### src/rtl/alu_result_stage.sv
// -----------------------------------------------------------------------------
// alu_result_stage
//
// Registered output stage for a small ALU. Each accepted ALU result is
// captured together with its NZCV flags into a two-entry skid buffer. The
// buffer has a "main" entry that drives the outputs and a "skid" entry that
// absorbs one extra word when the downstream stalls. Because of the skid
// entry, in_ready can be a plain register. The stage also counts accepted
// operations and can keep an optional sticky overflow flag.
//
// Optional feature macro: ALU_STICKY_OVF_EN
//   defined   : sticky_v is set on an accepted word whose V flag is 1 and is
//               cleared by clr_sticky. When both happen on the same edge, the
//               set wins.
//   undefined : sticky_v is tied to 0, clr_sticky is ignored, and there is no
//               sticky register.
//
// Parameters
//   WIDTH      ALU result width
//   CNT_W      accepted-operation counter width
//
// Ports
//   clk        clock; all state changes on the rising edge
//   rst        synchronous active-high reset
//   in_valid   upstream result present
//   in_ready   stage can accept (registered)
//   in_y       ALU result
//   in_c       ALU carry-out
//   in_v       ALU signed overflow
//   in_op      00 ADD, 01 SUB, 10 AND, 11 OR
//   out_valid  registered result available
//   out_ready  downstream accepts
//   out_y      registered result
//   out_n      N flag of out_y
//   out_z      Z flag of out_y
//   out_c      C flag of out_y
//   out_v      V flag of out_y
//   sticky_v   overflow seen since the last clear
//   clr_sticky clear sticky_v
//   op_count   number of accepted inputs (wraps)
// -----------------------------------------------------------------------------
module alu_result_stage #(
  parameter int WIDTH = 4,
  parameter int CNT_W = 8
) (
  input  logic             clk,
  input  logic             rst,
  input  logic             in_valid,
  output logic             in_ready,
  input  logic [WIDTH-1:0] in_y,
  input  logic             in_c,
  input  logic             in_v,
  input  logic [1:0]       in_op,
  output logic             out_valid,
  input  logic             out_ready,
  output logic [WIDTH-1:0] out_y,
  output logic             out_n,
  output logic             out_z,
  output logic             out_c,
  output logic             out_v,
  output logic             sticky_v,
  input  logic             clr_sticky,
  output logic [CNT_W-1:0] op_count
);

  // A captured word is stored as {y, n, z, c, v}.
  localparam int WW = WIDTH + 4;

  typedef enum logic [1:0] {
    EMPTY = 2'd0,
    ONE   = 2'd1,
    TWO   = 2'd2
  } state_t;

  state_t          state, state_nxt;
  logic            in_xfer, out_xfer;
  logic            load_main, load_skid, pop_skid;
  logic [WW-1:0]   cap_word_p0;
  logic [WW-1:0]   skid_word_p1;

  // The flags are computed when the word is captured. Logic operations
  // (op[1] = 1) do not produce a carry or an overflow, so C and V are forced
  // to 0 for them.
  function automatic logic [WW-1:0] capture_flags(
    input logic [WIDTH-1:0] y,
    input logic             c,
    input logic             v,
    input logic             logic_op
  );
    logic n, z, cf, vf;
    n  = y[WIDTH-1];
    z  = (y == '0);
    cf = logic_op ? 1'b0 : c;
    vf = logic_op ? 1'b0 : v;
    return {y, n, z, cf, vf};
  endfunction

  // Only bit 1 of in_op affects the flags.
  logic unused_op0;
  assign unused_op0 = in_op[0];

  assign in_xfer     = in_valid & in_ready;
  assign out_xfer    = out_valid & out_ready;
  assign cap_word_p0 = capture_flags(in_y, in_c, in_v, in_op[1]);

  // Next-state logic and buffer steering. In TWO, in_ready is 0, so only an
  // output transfer can occur in that state.
  always_comb begin
    state_nxt = state;
    load_main = 1'b0;
    load_skid = 1'b0;
    pop_skid  = 1'b0;
    case (state)
      EMPTY: begin
        if (in_xfer) begin
          state_nxt = ONE;
          load_main = 1'b1;
        end
      end
      ONE: begin
        case ({in_xfer, out_xfer})
          2'b10: begin
            state_nxt = TWO;
            load_skid = 1'b1;
          end
          2'b01: state_nxt = EMPTY;
          2'b11: load_main = 1'b1;
          default: ;
        endcase
      end
      TWO: begin
        if (out_xfer) begin
          state_nxt = ONE;
          pop_skid  = 1'b1;
        end
      end
      default: state_nxt = EMPTY;
    endcase
  end

  // ---- stage p1: main entry (outputs), control and counter ----
  always_ff @(posedge clk) begin
    if (rst) begin
      state     <= EMPTY;
      in_ready  <= 1'b1;
      out_valid <= 1'b0;
      {out_y, out_n, out_z, out_c, out_v} <= '0;
      op_count  <= '0;
    end else begin
      state     <= state_nxt;
      in_ready  <= (state_nxt != TWO);
      out_valid <= (state_nxt != EMPTY);
      if (load_main)
        {out_y, out_n, out_z, out_c, out_v} <= cap_word_p0;
      else if (pop_skid)
        {out_y, out_n, out_z, out_c, out_v} <= skid_word_p1;
      if (in_xfer)
        op_count <= op_count + {{(CNT_W-1){1'b0}}, 1'b1};
    end
  end

  // ---- stage p1: skid entry (data only, no reset needed) ----
  always_ff @(posedge clk) begin
    if (load_skid)
      skid_word_p1 <= cap_word_p0;
  end

`ifdef ALU_STICKY_OVF_EN
  // If a set and a clear happen on the same edge, the set wins.
  always_ff @(posedge clk) begin
    if (rst)
      sticky_v <= 1'b0;
    else if (in_xfer && cap_word_p0[0])
      sticky_v <= 1'b1;
    else if (clr_sticky)
      sticky_v <= 1'b0;
  end
`else
  logic unused_clr;
  assign unused_clr = clr_sticky;
  assign sticky_v   = 1'b0;
`endif

endmodule

### config.mk
export PLATFORM = sky130hd
export DESIGN_NAME = alu_result_stage
export DESIGN_NICKNAME = d
export VERILOG_FILES = /design/src/rtl/alu_result_stage.sv
export SDC_FILE = /design/constraint.sdc
export NUM_CORES = 1
export LEC_CHECK = 0
export BUFFER_PORTS_ARGS = -buffer_cell sky130_fd_sc_hd__buf_2
export CORE_UTILIZATION = 40
export CTS_CLUSTER_SIZE = 12
export DETAILED_ROUTE_END_ITERATION = 10
export PLACE_DENSITY = 0.68
export SYNTH_ARGS = -nofsm -noshare
export SYNTH_HDL_FRONTEND = slang
export SYNTH_SLANG_ARGS = --single-unit
### constraint.sdc
create_clock -name clk -period 2.1 [get_ports clk]
set_input_delay 0.42 -clock clk [delete_from_list [all_inputs] [get_ports clk]]
set_output_delay 0.42 -clock clk [all_outputs]
set_load 0.05 [all_outputs]
==> qor.yml <==
status:
  status: "finished with violations"
  failed_checks: "design-rule violations"
cts:
  cts_setup_buffers: 0
  clkLatencyLatePin_ns: 0.32
  clockBufferDepth: 2
  cts_hold_buffers: 0
  cts_buffers: 3
  clock-sinks: 26
  postCtsResizedCells: 0
  path_clk_slew_ns: 0.14
  tritoncts: "done"
  h-tree-depth: 1
  cts_root_buffer: "clkbuf_4"
global_route:
  grt_use_total: 0.1626
  grt_max_degree: 21
  grt_pass1_vias: 917
  antenna_found_initial: 0
  grt_pass1_wl_um: 4084
  grt_overflow: 0
logic_synthesis:
  synth_cell_types: 41
  postSynthCellCount: 124
  syn_area_per_cell_um2: 9.677
  synth_edf_count: 7
  async_flop_share: 0
  yosysMostFrequentCell: "dfxtp_1"
  synthTopCellsByCount: "dfxtp_1, nand2_1, a21oi_1"
  synth_top_cell_by_area: "dfxtp_1"
  seq_area_frac_synth: 0.4922
  ys_ff_latch: 26
  synth_ff_type: "dfxtp_1"
  syn_area_mm2: 0.001200
  yosysWarnings: 0
  synth.area.top_cells: "dfxtp_1, edfxtp_1, nand4_1"
  syn_nets: 140
  synth_top_area_share: 0.3170
worst_setup_path:
  endpoint: "out_v"
  endpoint_kind: "flop"
  worstReg2RegEnd: "out_v"
  worstSetupStartpointType: "flop"
  crit_top_cell: "nor4_2"
  crit_fanout: 8
  critPathKind: "reg2reg"
  r2r-start: "in_ready"
  reg2reg_depth: 5
  r2r_setup_slack_ns: 0.45
  crit_path_top_delay_cell: "dfxtp_1"
  path_cells: "and2_2, ha_1, and3b_1, nor4_2, nor4_2"
  slowest_delay_ns: 0.49
  startpoint: "in_ready"
  arrival_ns: 1.89
  critPathRequiredTime_ns: 2.34
placement:
  portBuffers: 28
  post-place-cells: 173
  gp_congestion: 0.7874
  hpwl_um: 1703
hold_path:
  hold_path_class: "in2reg"
  holdPathStages: 1
layout:
  fill_cells: 292
  diodes: 0
  final_layout_size_suffix_gt1_frac: 0.2603
  areaGrowthSynthToFinish_pct: 13.45
  finalNetCount: 163
  regArea_um2: 590.6
  fin_cells: 177
  multi_input_area_um2: 536.8
timing:
  setup-violations-final: 0
  hold_viol: 0
  post-route-min-period_ns: 1.648
  post-route-period-util: 0.7849
  fmax_ghz: 0.6067
  tns_ns: 0
  finalMaxSlewViolations: 0
  timing.hold.ws_ns: 0.2988
  skew_ns: 0.003061
  rsz0062_at_grt: "no"
floorplanning:
  die_area_mm2: 0.003223
  floorplan.io_pins: 32
  fp.dieW_um: 56.77
  fp-row-count: 19
  core_area_mm2: 0.002805
  start_util: 0.4277
  fp.dieH_um: 56.77
drt:
  routedWlPerCell_um: 13.44
  ant_nets: 0
  num_vias: 973
  via_per_inst: 5.497
  finalWirelength_um: 2379
  dr.pass1.iters: 7
  drc_errors: 6
  drtIter0Drc: 31
power:
  leakage_nw: 0.5378
  peakVddDrop_v: 0.0002927
  power.density_mw_per_mm2: 738.7
  power_w: 0.001006
job:
  maxCapViolCount: 0
placed cells by master (no fill, tap or decap), drive strengths merged, types with 4 or more instances in the layout:
| master | Yosys | routed |
|---|---|---|
| a21oi | 8 | 8 |
| a31oi | 6 | 6 |
| buf | 7 | 28 |
| clkbuf | 3 | 4 |
| dfxtp | 19 | 19 |
| edfxtp | 7 | 7 |
| inv | 5 | 5 |
| nand2 | 9 | 9 |
| nand4 | 8 | 8 |
| nor2 | 6 | 6 |
| nor2b | 4 | 4 |
| nor4 | 4 | 4 |
| o21ai | 10 | 10 |
through the flow:
| stage | utilization | worst slack, ns | instance area [µm²] |
|---|---|---|---|
| floorplan | - | 0.1670 | 1200 |
| global placement | 0.4723 | 0.4214 | 1325 |
| detailed placement | 0.4723 | 0.3794 | 1325 |
| CTS | 0.4853 | 0.4428 | 1361 |
| global route | 0.4853 | 0.3265 | 1361 |
| finish | 0.4853 | 0.4517 | 1361 |
critical path: cells and delay by family (launching register included):
kind                     cells  cell delay (ns)
flip-flops                   1             0.49
adder cells (fa/ha/maj)      1             0.18
AND/OR/NAND/NOR              4             0.91
sequential cells by signal (all words and copies together) (netlist names):
signal        flops
out_z             1
out_valid         1
state             2
skid_word_p1      7
in_ready          1
op_count          8
out_v             1
out_y             4
out_c             1
layout make-up:
class,instances,area share
Inverter,5,0.01379
Tap cell,31,0.02849
Multi-Input combinational cell,83,0.3943
Clock buffer,4,0.02665
Sequential cell,26,0.4338
Timing Repair Buffer,28,0.1029
where the power goes:
group,internal [W],switching [W]
Clock,0.000106,0.000146
Combinational,0.0000585,0.000131
Sequential,0.000541,0.0000225
Total,0.000706,0.000300
worst min-delay path by stage:
stage	from	endpoint	slack (ns)
finish	in_y[1]	skid_word_p1[5]	0.30
global route	in_y[1]	skid_word_p1[5]	0.29
CTS	in_y[1]	skid_word_p1[5]	0.29
detailed placement	out_c	out_c	0.47
global placement	out_c	out_c	0.47
floorplan	skid_word_p1[0]	out_v	0.50
kinds of logic (layout without fill, tap and decap cells):
kind of cell             after synthesis  count (layout)  share of synthesized area
adder cells (fa/ha/maj)                3               3                    0.03129
flip-flops                            26              26                     0.4922
buffers and inverters                 15              37                    0.06046
AO/OA/AOI/OAI                         28              28                     0.1324
multiplexers                           2               2                    0.01773
XOR/XNOR                               2               2                    0.01460
other                                  1               1                   0.003125
AND/OR/NAND/NOR                       47              47                     0.2482
routing by layer:
metal | GRT usage | share of wire | vias to the layer above
met5 | 0 | 0 | -
met4 | 0.06620 | 0.014 | 0
met3 | 0.03687 | 0.047 | 4
met2 | 0.2517 | 0.45 | 24
met1 | 0.2192 | 0.49 | 449
li1 | - | - | 496
No activity file was read; power rests on OpenSTA's default activity.
